==> src/rtl/axil_pkg.sv <==
// Shared AXI-Lite widths, response codes and read-slice types.
// Imported by the read register slice, its interface and its skid buffers.
package axil_pkg;

  localparam int AXI_ADDR_WIDTH = 32;
  localparam int AXI_DATA_WIDTH = 32;

  localparam logic [1:0] RESP_OKAY   = 2'b00;
  localparam logic [1:0] RESP_EXOKAY = 2'b01;
  localparam logic [1:0] RESP_SLVERR = 2'b10;
  localparam logic [1:0] RESP_DECERR = 2'b11;

  // R-channel beat as carried through the skid buffer: {rresp, rdata}
  typedef struct packed {
    logic [1:0]                resp;
    logic [AXI_DATA_WIDTH-1:0] data;
  } r_beat_t;

  // Occupancy of a skid buffer: main only, or main plus skid
  typedef enum logic [1:0] {
    SKID_EMPTY = 2'd0,
    SKID_ONE   = 2'd1,
    SKID_TWO   = 2'd2
  } skid_state_e;

endpackage

==> src/rtl/axil_reg_slice_rd_if.sv <==
// AXI-Lite read-path bundle (AR + R). master drives AR and rready,
// slave drives arready and the R beat.
interface axil_reg_slice_rd_if;
  import axil_pkg::*;

  logic [AXI_ADDR_WIDTH-1:0] araddr;
  logic                      arvalid;
  logic                      arready;
  logic [AXI_DATA_WIDTH-1:0] rdata;
  logic [1:0]                rresp;
  logic                      rvalid;
  logic                      rready;

  modport master (
    output araddr, arvalid, rready,
    input  arready, rdata, rresp, rvalid
  );

  modport slave (
    input  araddr, arvalid, rready,
    output arready, rdata, rresp, rvalid
  );

endinterface

==> src/rtl/axil_skid_buffer.sv <==
// Two-entry skid buffer: 1 cycle latency, full throughput, in_ready from a
// register (drops the cycle after the skid entry fills), payload held until out_fire.
module axil_skid_buffer
  import axil_pkg::*;
#(
  parameter int WIDTH = 32
) (
  input  logic             aclk,
  input  logic             aresetn,
  input  logic [WIDTH-1:0] in_payload,
  input  logic             in_valid,
  output logic             in_ready,
  output logic [WIDTH-1:0] out_payload,
  output logic             out_valid,
  input  logic             out_ready
);

  skid_state_e      state_q, state_d;
  logic [WIDTH-1:0] main_q, skid_q;
  logic             in_fire, out_fire;
  logic             load_main_in, load_main_skid, load_skid;

  assign out_valid   = (state_q != SKID_EMPTY);
  assign in_ready    = (state_q != SKID_TWO);
  assign out_payload = main_q;
  assign in_fire     = in_valid & in_ready;
  assign out_fire    = out_valid & out_ready;

  always_ff @(posedge aclk or negedge aresetn) begin
    if (!aresetn) begin
      state_q <= SKID_EMPTY;
    end else begin
      state_q <= state_d;
    end
  end

  always_comb begin
    state_d        = state_q;
    load_main_in   = 1'b0;
    load_main_skid = 1'b0;
    load_skid      = 1'b0;
    case (state_q)
      SKID_EMPTY: begin
        if (in_fire) begin
          state_d      = SKID_ONE;
          load_main_in = 1'b1;
        end
      end
      SKID_ONE: begin
        if (in_fire && !out_fire) begin
          state_d   = SKID_TWO;
          load_skid = 1'b1;
        end else if (in_fire && out_fire) begin
          load_main_in = 1'b1;
        end else if (out_fire) begin
          state_d = SKID_EMPTY;
        end
      end
      SKID_TWO: begin
        // in_ready is low here, so only the drain of main can happen
        if (out_fire) begin
          state_d        = SKID_ONE;
          load_main_skid = 1'b1;
        end
      end
      default: state_d = SKID_EMPTY;
    endcase
  end

  always_ff @(posedge aclk or negedge aresetn) begin
    if (!aresetn) begin
      main_q <= '0;
      skid_q <= '0;
    end else begin
      if (load_main_in) begin
        main_q <= in_payload;
      end else if (load_main_skid) begin
        main_q <= skid_q;
      end
      if (load_skid) begin
        skid_q <= in_payload;
      end
    end
  end

endmodule

==> src/rtl/axil_reg_slice_rd.sv <==
// AXI-Lite read register slice: 1 cycle per channel (0 when bypassed),
// full throughput; upstream ready is registered so no ready path crosses the slice.
module axil_reg_slice_rd
  import axil_pkg::*;
#(
  parameter bit AR_BYPASS = 1'b0,
  parameter bit R_BYPASS  = 1'b0
) (
  input  logic                 aclk,
  input  logic                 aresetn,
  axil_reg_slice_rd_if.slave   m_axil,
  axil_reg_slice_rd_if.master  s_axil
);

  if (AR_BYPASS) begin : g_ar_bypass
    assign s_axil.araddr  = m_axil.araddr;
    assign s_axil.arvalid = m_axil.arvalid;
    assign m_axil.arready = s_axil.arready;
  end else begin : g_ar_slice
    axil_skid_buffer #(
      .WIDTH (AXI_ADDR_WIDTH)
    ) u_ar (
      .aclk        (aclk),
      .aresetn     (aresetn),
      .in_payload  (m_axil.araddr),
      .in_valid    (m_axil.arvalid),
      .in_ready    (m_axil.arready),
      .out_payload (s_axil.araddr),
      .out_valid   (s_axil.arvalid),
      .out_ready   (s_axil.arready)
    );
  end

  if (R_BYPASS) begin : g_r_bypass
    assign m_axil.rdata  = s_axil.rdata;
    assign m_axil.rresp  = s_axil.rresp;
    assign m_axil.rvalid = s_axil.rvalid;
    assign s_axil.rready = m_axil.rready;
  end else begin : g_r_slice
    r_beat_t r_in, r_out;

    assign r_in.resp     = s_axil.rresp;
    assign r_in.data     = s_axil.rdata;
    assign m_axil.rresp  = r_out.resp;
    assign m_axil.rdata  = r_out.data;

    axil_skid_buffer #(
      .WIDTH ($bits(r_beat_t))
    ) u_r (
      .aclk        (aclk),
      .aresetn     (aresetn),
      .in_payload  (r_in),
      .in_valid    (s_axil.rvalid),
      .in_ready    (s_axil.rready),
      .out_payload (r_out),
      .out_valid   (m_axil.rvalid),
      .out_ready   (m_axil.rready)
    );
  end

  // Fully bypassed slice is pure wiring; clock and reset are intentionally idle
  if (AR_BYPASS && R_BYPASS) begin : g_no_state
    logic unused_clk_rst;
    assign unused_clk_rst = aclk & aresetn;
  end

endmodule

==> src/flat_wrapper.sv <==
// flat-port wrapper written by rule: the top's interface ports become plain ports
module axil_reg_slice_rd_flat import axil_pkg::*;
#(
  parameter bit AR_BYPASS = 1'b0,
  parameter bit R_BYPASS  = 1'b0
)
  (aclk, aresetn, m_axil_araddr, m_axil_arvalid, m_axil_rready, m_axil_arready, m_axil_rdata, m_axil_rresp, m_axil_rvalid, s_axil_araddr, s_axil_arvalid, s_axil_rready, s_axil_arready, s_axil_rdata, s_axil_rresp, s_axil_rvalid);
  axil_reg_slice_rd_if m_axil_i ();
  axil_reg_slice_rd_if s_axil_i ();
  input  logic aclk;
  input  logic aresetn;
  input wire logic [$bits(m_axil_i.araddr)-1:0] m_axil_araddr;
  input wire logic [$bits(m_axil_i.arvalid)-1:0] m_axil_arvalid;
  input wire logic [$bits(m_axil_i.rready)-1:0] m_axil_rready;
  output wire logic [$bits(m_axil_i.arready)-1:0] m_axil_arready;
  output wire logic [$bits(m_axil_i.rdata)-1:0] m_axil_rdata;
  output wire logic [$bits(m_axil_i.rresp)-1:0] m_axil_rresp;
  output wire logic [$bits(m_axil_i.rvalid)-1:0] m_axil_rvalid;
  output wire logic [$bits(s_axil_i.araddr)-1:0] s_axil_araddr;
  output wire logic [$bits(s_axil_i.arvalid)-1:0] s_axil_arvalid;
  output wire logic [$bits(s_axil_i.rready)-1:0] s_axil_rready;
  input wire logic [$bits(s_axil_i.arready)-1:0] s_axil_arready;
  input wire logic [$bits(s_axil_i.rdata)-1:0] s_axil_rdata;
  input wire logic [$bits(s_axil_i.rresp)-1:0] s_axil_rresp;
  input wire logic [$bits(s_axil_i.rvalid)-1:0] s_axil_rvalid;
  assign m_axil_i.araddr = m_axil_araddr;
  assign m_axil_i.arvalid = m_axil_arvalid;
  assign m_axil_i.rready = m_axil_rready;
  assign m_axil_arready = m_axil_i.arready;
  assign m_axil_rdata = m_axil_i.rdata;
  assign m_axil_rresp = m_axil_i.rresp;
  assign m_axil_rvalid = m_axil_i.rvalid;
  assign s_axil_araddr = s_axil_i.araddr;
  assign s_axil_arvalid = s_axil_i.arvalid;
  assign s_axil_rready = s_axil_i.rready;
  assign s_axil_i.arready = s_axil_arready;
  assign s_axil_i.rdata = s_axil_rdata;
  assign s_axil_i.rresp = s_axil_rresp;
  assign s_axil_i.rvalid = s_axil_rvalid;
  axil_reg_slice_rd #(.AR_BYPASS(AR_BYPASS), .R_BYPASS(R_BYPASS)) u_core (.aclk(aclk), .aresetn(aresetn), .m_axil(m_axil_i), .s_axil(s_axil_i));
endmodule
==> config.mk <==
export PLATFORM = sky130hd
export DESIGN_NAME = axil_reg_slice_rd_flat
export DESIGN_NICKNAME = d
export VERILOG_FILES = /design/src/rtl/axil_pkg.sv /design/src/rtl/axil_reg_slice_rd_if.sv /design/src/rtl/axil_skid_buffer.sv /design/src/rtl/axil_reg_slice_rd.sv /design/src/flat_wrapper.sv
export SDC_FILE = /design/constraint.sdc
export NUM_CORES = 1
export LEC_CHECK = 0
export BUFFER_PORTS_ARGS = -buffer_cell sky130_fd_sc_hd__buf_2
export CAP_MARGIN = 5
export CORE_MARGIN = 3
export CORE_UTILIZATION = 30
export CTS_BUF_LIST = sky130_fd_sc_hd__clkbuf_4 sky130_fd_sc_hd__clkbuf_8 sky130_fd_sc_hd__clkbuf_16
export DETAILED_ROUTE_END_ITERATION = 8
export PLACE_DENSITY_LB_ADDON = 0.05
export SYNTH_ARGS = -nofsm -noshare
export SYNTH_HDL_FRONTEND = slang
export SYNTH_HIERARCHICAL = 1
export SYNTH_SLANG_ARGS = --single-unit
export TNS_END_PERCENT = 1
==> constraint.sdc <==
create_clock -name aclk -period 2.4 [get_ports aclk]
set_input_delay 0.48 -clock aclk [delete_from_list [all_inputs] [get_ports aclk]]
set_output_delay 0.48 -clock aclk [all_outputs]
set_load 0.02 [all_outputs]
Word-level counts from Yosys, hierarchy flattened
Index checks and enable logic that the tools add are counted.

Flip-flop bits (word level): 136. Input port bits: 72. Output and inout bits: 70. Logic and storage cells: 70.

Equal/unequal tests: 14. Muxes and demuxes: 32. Bitwise logic cells: 4. Reductions and logical operators: 14.

Operators with widths (count): 34-bit 2-to-1 mux (2); 32-bit 2-to-1 mux (2); 2-bit 2-to-1 mux (10); 1-bit 2-to-1 mux (14); 2-bit != test (second input constant) (6); 3-bit != test (second input constant) (4); 2-bit case mux with 3 select lines (2); 4-bit AND reduction (2); 2-bit nonzero test (4); 1-bit AND (4); 2-bit by 1-bit equality test with 1-bit output (second input constant) (2); 2-bit equality test (second input constant) (2); 1-bit logical AND (4); 2-bit zero test (2); 1-bit case mux with 2 select lines (2); 1-bit zero test (2).

Depth between registers and ports, before layout
Depth after elaboration: 7. Depth in mapped cells: 6. Depth with buffers taken out: 3.

By module
The synthesis kept the hierarchy.

Modules (own cells, without submodules): axil_skid_buffer (u_core.g_r_slice.u_r) (times used 1, cells each 274, area each 2980.4 µm², seq. area each 1751.7 µm²); axil_skid_buffer (u_core.g_ar_slice.u_ar) (times used 1, cells each 260, area each 2824.0 µm², seq. area each 1651.6 µm²).

Worst setup path after synthesis
Ideal clock, no wire load.

Path kind: flip-flop to flip-flop. Start: register u_core.g_r_slice.u_r.state_q[1]. End: register u_core.g_r_slice.u_r.skid_q[23]. Arrival time: 1.553 ns. Data required time: 2.275 ns. Path slack: 0.722 ns. Stages on the path, launching flop included: 6. Period minus slack after synthesis: 1.678 ns. Path through: dfrtp_1 -> nand2b_1 -> buf_4 -> nor3b_4 -> buf_6 -> mux2_2.

Word-level cells in the longest chain between the ends: 6.

RTL lines: start: declaration (RTL line axil_skid_buffer.sv:18) `skid_state_e state_q, state_d;`; start signal: assignment (RTL line axil_skid_buffer.sv:33) `state_q <= state_d;`; 2-bit nonzero test (RTL line axil_skid_buffer.sv:23) `assign out_valid = (state_q != SKID_EMPTY);`; 1-bit AND (RTL line axil_skid_buffer.sv:27) `assign out_fire = out_valid & out_ready;`; 1-bit zero test (RTL line axil_skid_buffer.sv:50) `if (in_fire && !out_fire) begin`; 1-bit logical AND (RTL line axil_skid_buffer.sv:50); 1-bit 2-to-1 mux (RTL line axil_skid_buffer.sv:50); 1-bit 2-to-1 mux * (RTL line axil_skid_buffer.sv:42) `case (state_q)`; end signal: assignment (RTL line axil_skid_buffer.sv:81) `skid_q <= in_payload;`; end: declaration (RTL line axil_skid_buffer.sv:19) `logic [WIDTH-1:0] main_q, skid_q;`.

Every way passes the cells marked *; elsewhere a longest branch is shown, timed or not. A chain may end at the register's enable or synchronous reset.

Worst setup path in the final report
Start: register u_core.g_ar_slice.u_ar.state_q[0]. End: output s_axil_arvalid.

Word-level cells in the longest chain between the ends: 1.

RTL lines: start: declaration (RTL line axil_skid_buffer.sv:18); start signal: assignment (RTL line axil_skid_buffer.sv:33); 2-bit nonzero test (RTL line axil_skid_buffer.sv:23); end: declaration (RTL line flat_wrapper.sv:20) `output wire logic [$bits(s_axil_i.arvalid)-1:0] s_axil_arvalid;`.

No other way between the ends.

==> results by group <==
Detailed routing
  • Avg Vias per Cell: 4.88
  • DR WL/cell: 17.4 um
  • Sum of routed wire length over all layers: 16.4 mm
  • Remaining design rule violation count: 0
  • Number of nets with antenna violations after detailed routing: 0
  • Detailed-routing iteration count for the pre-antenna-repair pass: 4
  • Overall via count from detail_route: 4,620
  • DRC violation total after the first TritonRoute iteration: 274

Power
  • Peak ir drop on the vdd network: 502 uV
  • P per Cell Area: 1160 nW/um2
  • Total Power: 8.56 mW
  • Leakage power: 3.33 nW

GRT
  • Overflow after GRT: 0
  • Pin count of the biggest net entering global routing: 61
  • Via count of the first global-routing pass: 4,817
  • Global-route wire length before repair: 26.6 mm
  • All-Layer GR Usage: 15.8%
  • Initial antenna violation count: 3

Synthesis
  • Register bit count reported by yosys: 136
  • Top cells by area in the synthesized netlist: sky130_fd_sc_hd__dfrtp_1 59%, sky130_fd_sc_hd__mux2_2 12%, sky130_fd_sc_hd__nand2_1 8.5%
  • Net count after synthesis: 606
  • Syn_area_per_cell: 10.9 um2
  • Seq/Total Area, Yosys: 58.6%
  • Synth warnings: 6
  • Post-synthesis cell type count: 20
  • Area share of the leading cell type in the synthesized netlist: 58.6%
  • Instance count of the mapped netlist: 534
  • Syn Std Cell Area: 5800 um2
  • Cell type with the largest total area after synthesis: sky130_fd_sc_hd__dfrtp_1

Hold path
  • Type of the most critical hold path: primary input to async pin

Worst setup path
  • Crit path max fanout: 7
  • Critical Path AT: 1.30 ns
  • Startpoint class of the critical path: flip-flop
  • Top cell family by delay on the critical path: flip-flops
  • Slowest stage cell on the critical path: sky130_fd_sc_hd__dfrtp_1
  • Highest cell delay on the worst timing path: 0.43 ns
  • Worst path cell trace: or2_2, buf_2
  • Sum of buffers and inverters on the critical path: 1
  • CP required: 1.92 ns
  • Category of the critical setup timing path: flip-flop to primary output
  • Category of the worst setup path capture point: primary output

Clocking
  • Root buffer selected by CTS: sky130_fd_sc_hd__clkbuf_16
  • Post-CTS repair timing setup buffer count: 0
  • Number of gates resized after cts: 0
  • Number of buffers inserted for hold repair after clock tree synthesis: 0
  • Number of buffers created by CTS: 17
  • Clock transition time at the flip-flop clock pins of the worst setup and hold paths: 0.06 ns
  • Clock sink count: 136
  • Bufs on Longest Clock Path: 2
  • CTS HTree Levels: 4
  • CTS tree: yes
  • Clock latency at the later pin of the worst-skew pair: 0.41 ns

Status
  • Outcome: completed

Final layout
  • Final design utilization: 39.2%
  • Commonest non-fill, non-tap cell in the layout: sky130_fd_sc_hd__buf_2
  • Diodes inserted: 0
  • Most frequent cells in the layout: 140 x sky130_fd_sc_hd__buf_2, 136 x sky130_fd_sc_hd__dfrtp_1, 132 x sky130_fd_sc_hd__nand2_1
  • Fraction of final layout cells with drive strength greater than 1: 38.2%
  • Final net count: 746
  • Final standard cell count with taps included and fillers excluded: 946
  • Final instance area: 7390 um2
  • Area added between synthesis and finish: 27.3%

Floorplanning
  • Die area: 21,100 um2
  • Vertical die dimension: 145 um
  • Top-Level Pins: 142
  • Std cell rows: 50
  • Initial Util: 30.8%
  • Horiz. Die Dim: 145 um
  • Core box area: 18,800 um2

STA
  • Final period util: 74.3%
  • Setup repair after global routing missed its margin: no
  • Worst hold slack across all endpoints: 0.0403 ns
  • Highest clock rate: 561 MHz
  • Post-route clock skew: 0.00880 ns
  • Final number of hold-violating endpoints: 0
  • Final sum of negative setup slack: 0 ns
  • Number of pins exceeding their max-slew limit in the final report: 0
  • Tmin final: 1.78 ns
  • Endpoints failing setup: 0
  • Tightest Pin Transition: 0.619 ns
  • Slew margin rel.: 58.7%
  • Min setup slack post-route: 0.616 ns

Placement
  • Post-Place Setup Slack: 0.538 ns
  • Placer's final routability congestion estimate: 0.736
  • Detailed placer's ending HPWL: 10.5 mm
  • Dpl cells: 915
  • Placed inst area: 6810 um2
  • Number of buffers added on ports: 141

Flow run
  • Max-Cap Viols: 0
==> layout make-up <==
class / count / area (um2)
Timing Repair Buffer: 165 / 905
Sequential cell: 136 / 3400
Multi-Input combinational cell: 354 / 2170
Fill cell: 1862 / 11400
Clock buffer: 21 / 455
Clock inverter: 10 / 129
Tap cell: 260 / 325
==> synth_stat cells (all sizes together) <==
library cell  number
dfrtp            136
and3b              2
nor3              66
nor2b              2
nand3b             4
a21oi              2
buf               18
o21ai              2
or2                4
nand2b             4
clkbuf            26
nand2            132
nor3b              2
xnor2              2
mux2              66
a31oi             66
==> layer usage <==
metal / GRT usage, % / part of all wire [%] / wire length, um / up-vias
met4: 4.56 / 0.79 / 130 / 6
met3: 5.43 / 6.3 / 1040 / 14
met1: 19.9 / 44 / 7290 / 2318
li1: - / - / - / 2153
met5: 0 / 0.21 / 34 / -
met2: 25.8 / 48 / 7950 / 129
==> sequential cells by signal (all words and copies together), names as in the netlist <==
signal	flops
u_core/g_ar_slice.u_ar/out_payload	32
u_core/g_ar_slice.u_ar/skid_q	32
u_core/g_ar_slice.u_ar/state_q	2
u_core/g_r_slice.u_r/out_payload	34
u_core/g_r_slice.u_r/skid_q	34
u_core/g_r_slice.u_r/state_q	2
==> power by group <==
part / switching [mW] / total, mW / internal (mW)
logic: 1.31 / 2.31 / 0.998
registers: 0.453 / 3.62 / 3.17
clock network: 0.964 / 2.63 / 1.66
total: 2.73 / 8.56 / 5.83
==> worst reg2reg max path, delay by kind of cell, from the launching register on <==
kind | cells | cell delay (ns)
AND/OR/NAND/NOR | 2 | 0.46
flip-flops | 1 | 0.43
multiplexers | 1 | 0.39
buffers and inverters | 1 | 0.34
==> cells by family after synthesis <==
logic type,Yosys count,share of synthesized area [%]
compound gates,70,7.46
xor+xnor,2,0.302
buf+inv,44,4.03
flops,136,58.6
mux,66,12.8
simple gates,216,16.8
==> worst paths after layout <==
kind / cells past startpoint / slack (ns) / start / end
worst max-delay path: 2 / 0.62 / u_core/g_ar_slice.u_ar/state_q[0] / s_axil_arvalid
worst min-delay path: 1 / 0.04 / aresetn / u_core/g_ar_slice.u_ar/out_payload[19]
worst max register to register: 4 / 0.67 / u_core/g_ar_slice.u_ar/state_q[1] / u_core/g_ar_slice.u_ar/skid_q[31]
worst min register to register: 1 / 0.49 / u_core/g_ar_slice.u_ar/skid_q[30] / u_core/g_ar_slice.u_ar/skid_q[30]
max in group asynchronous: 2 / 1.62 / aresetn / u_core/g_r_slice.u_r/skid_q[19]
min in group aclk: 2 / 0.30 / s_axil_rdata[8] / u_core/g_r_slice.u_r/skid_q[8]
No activity file was read; power rests on OpenSTA's default activity.
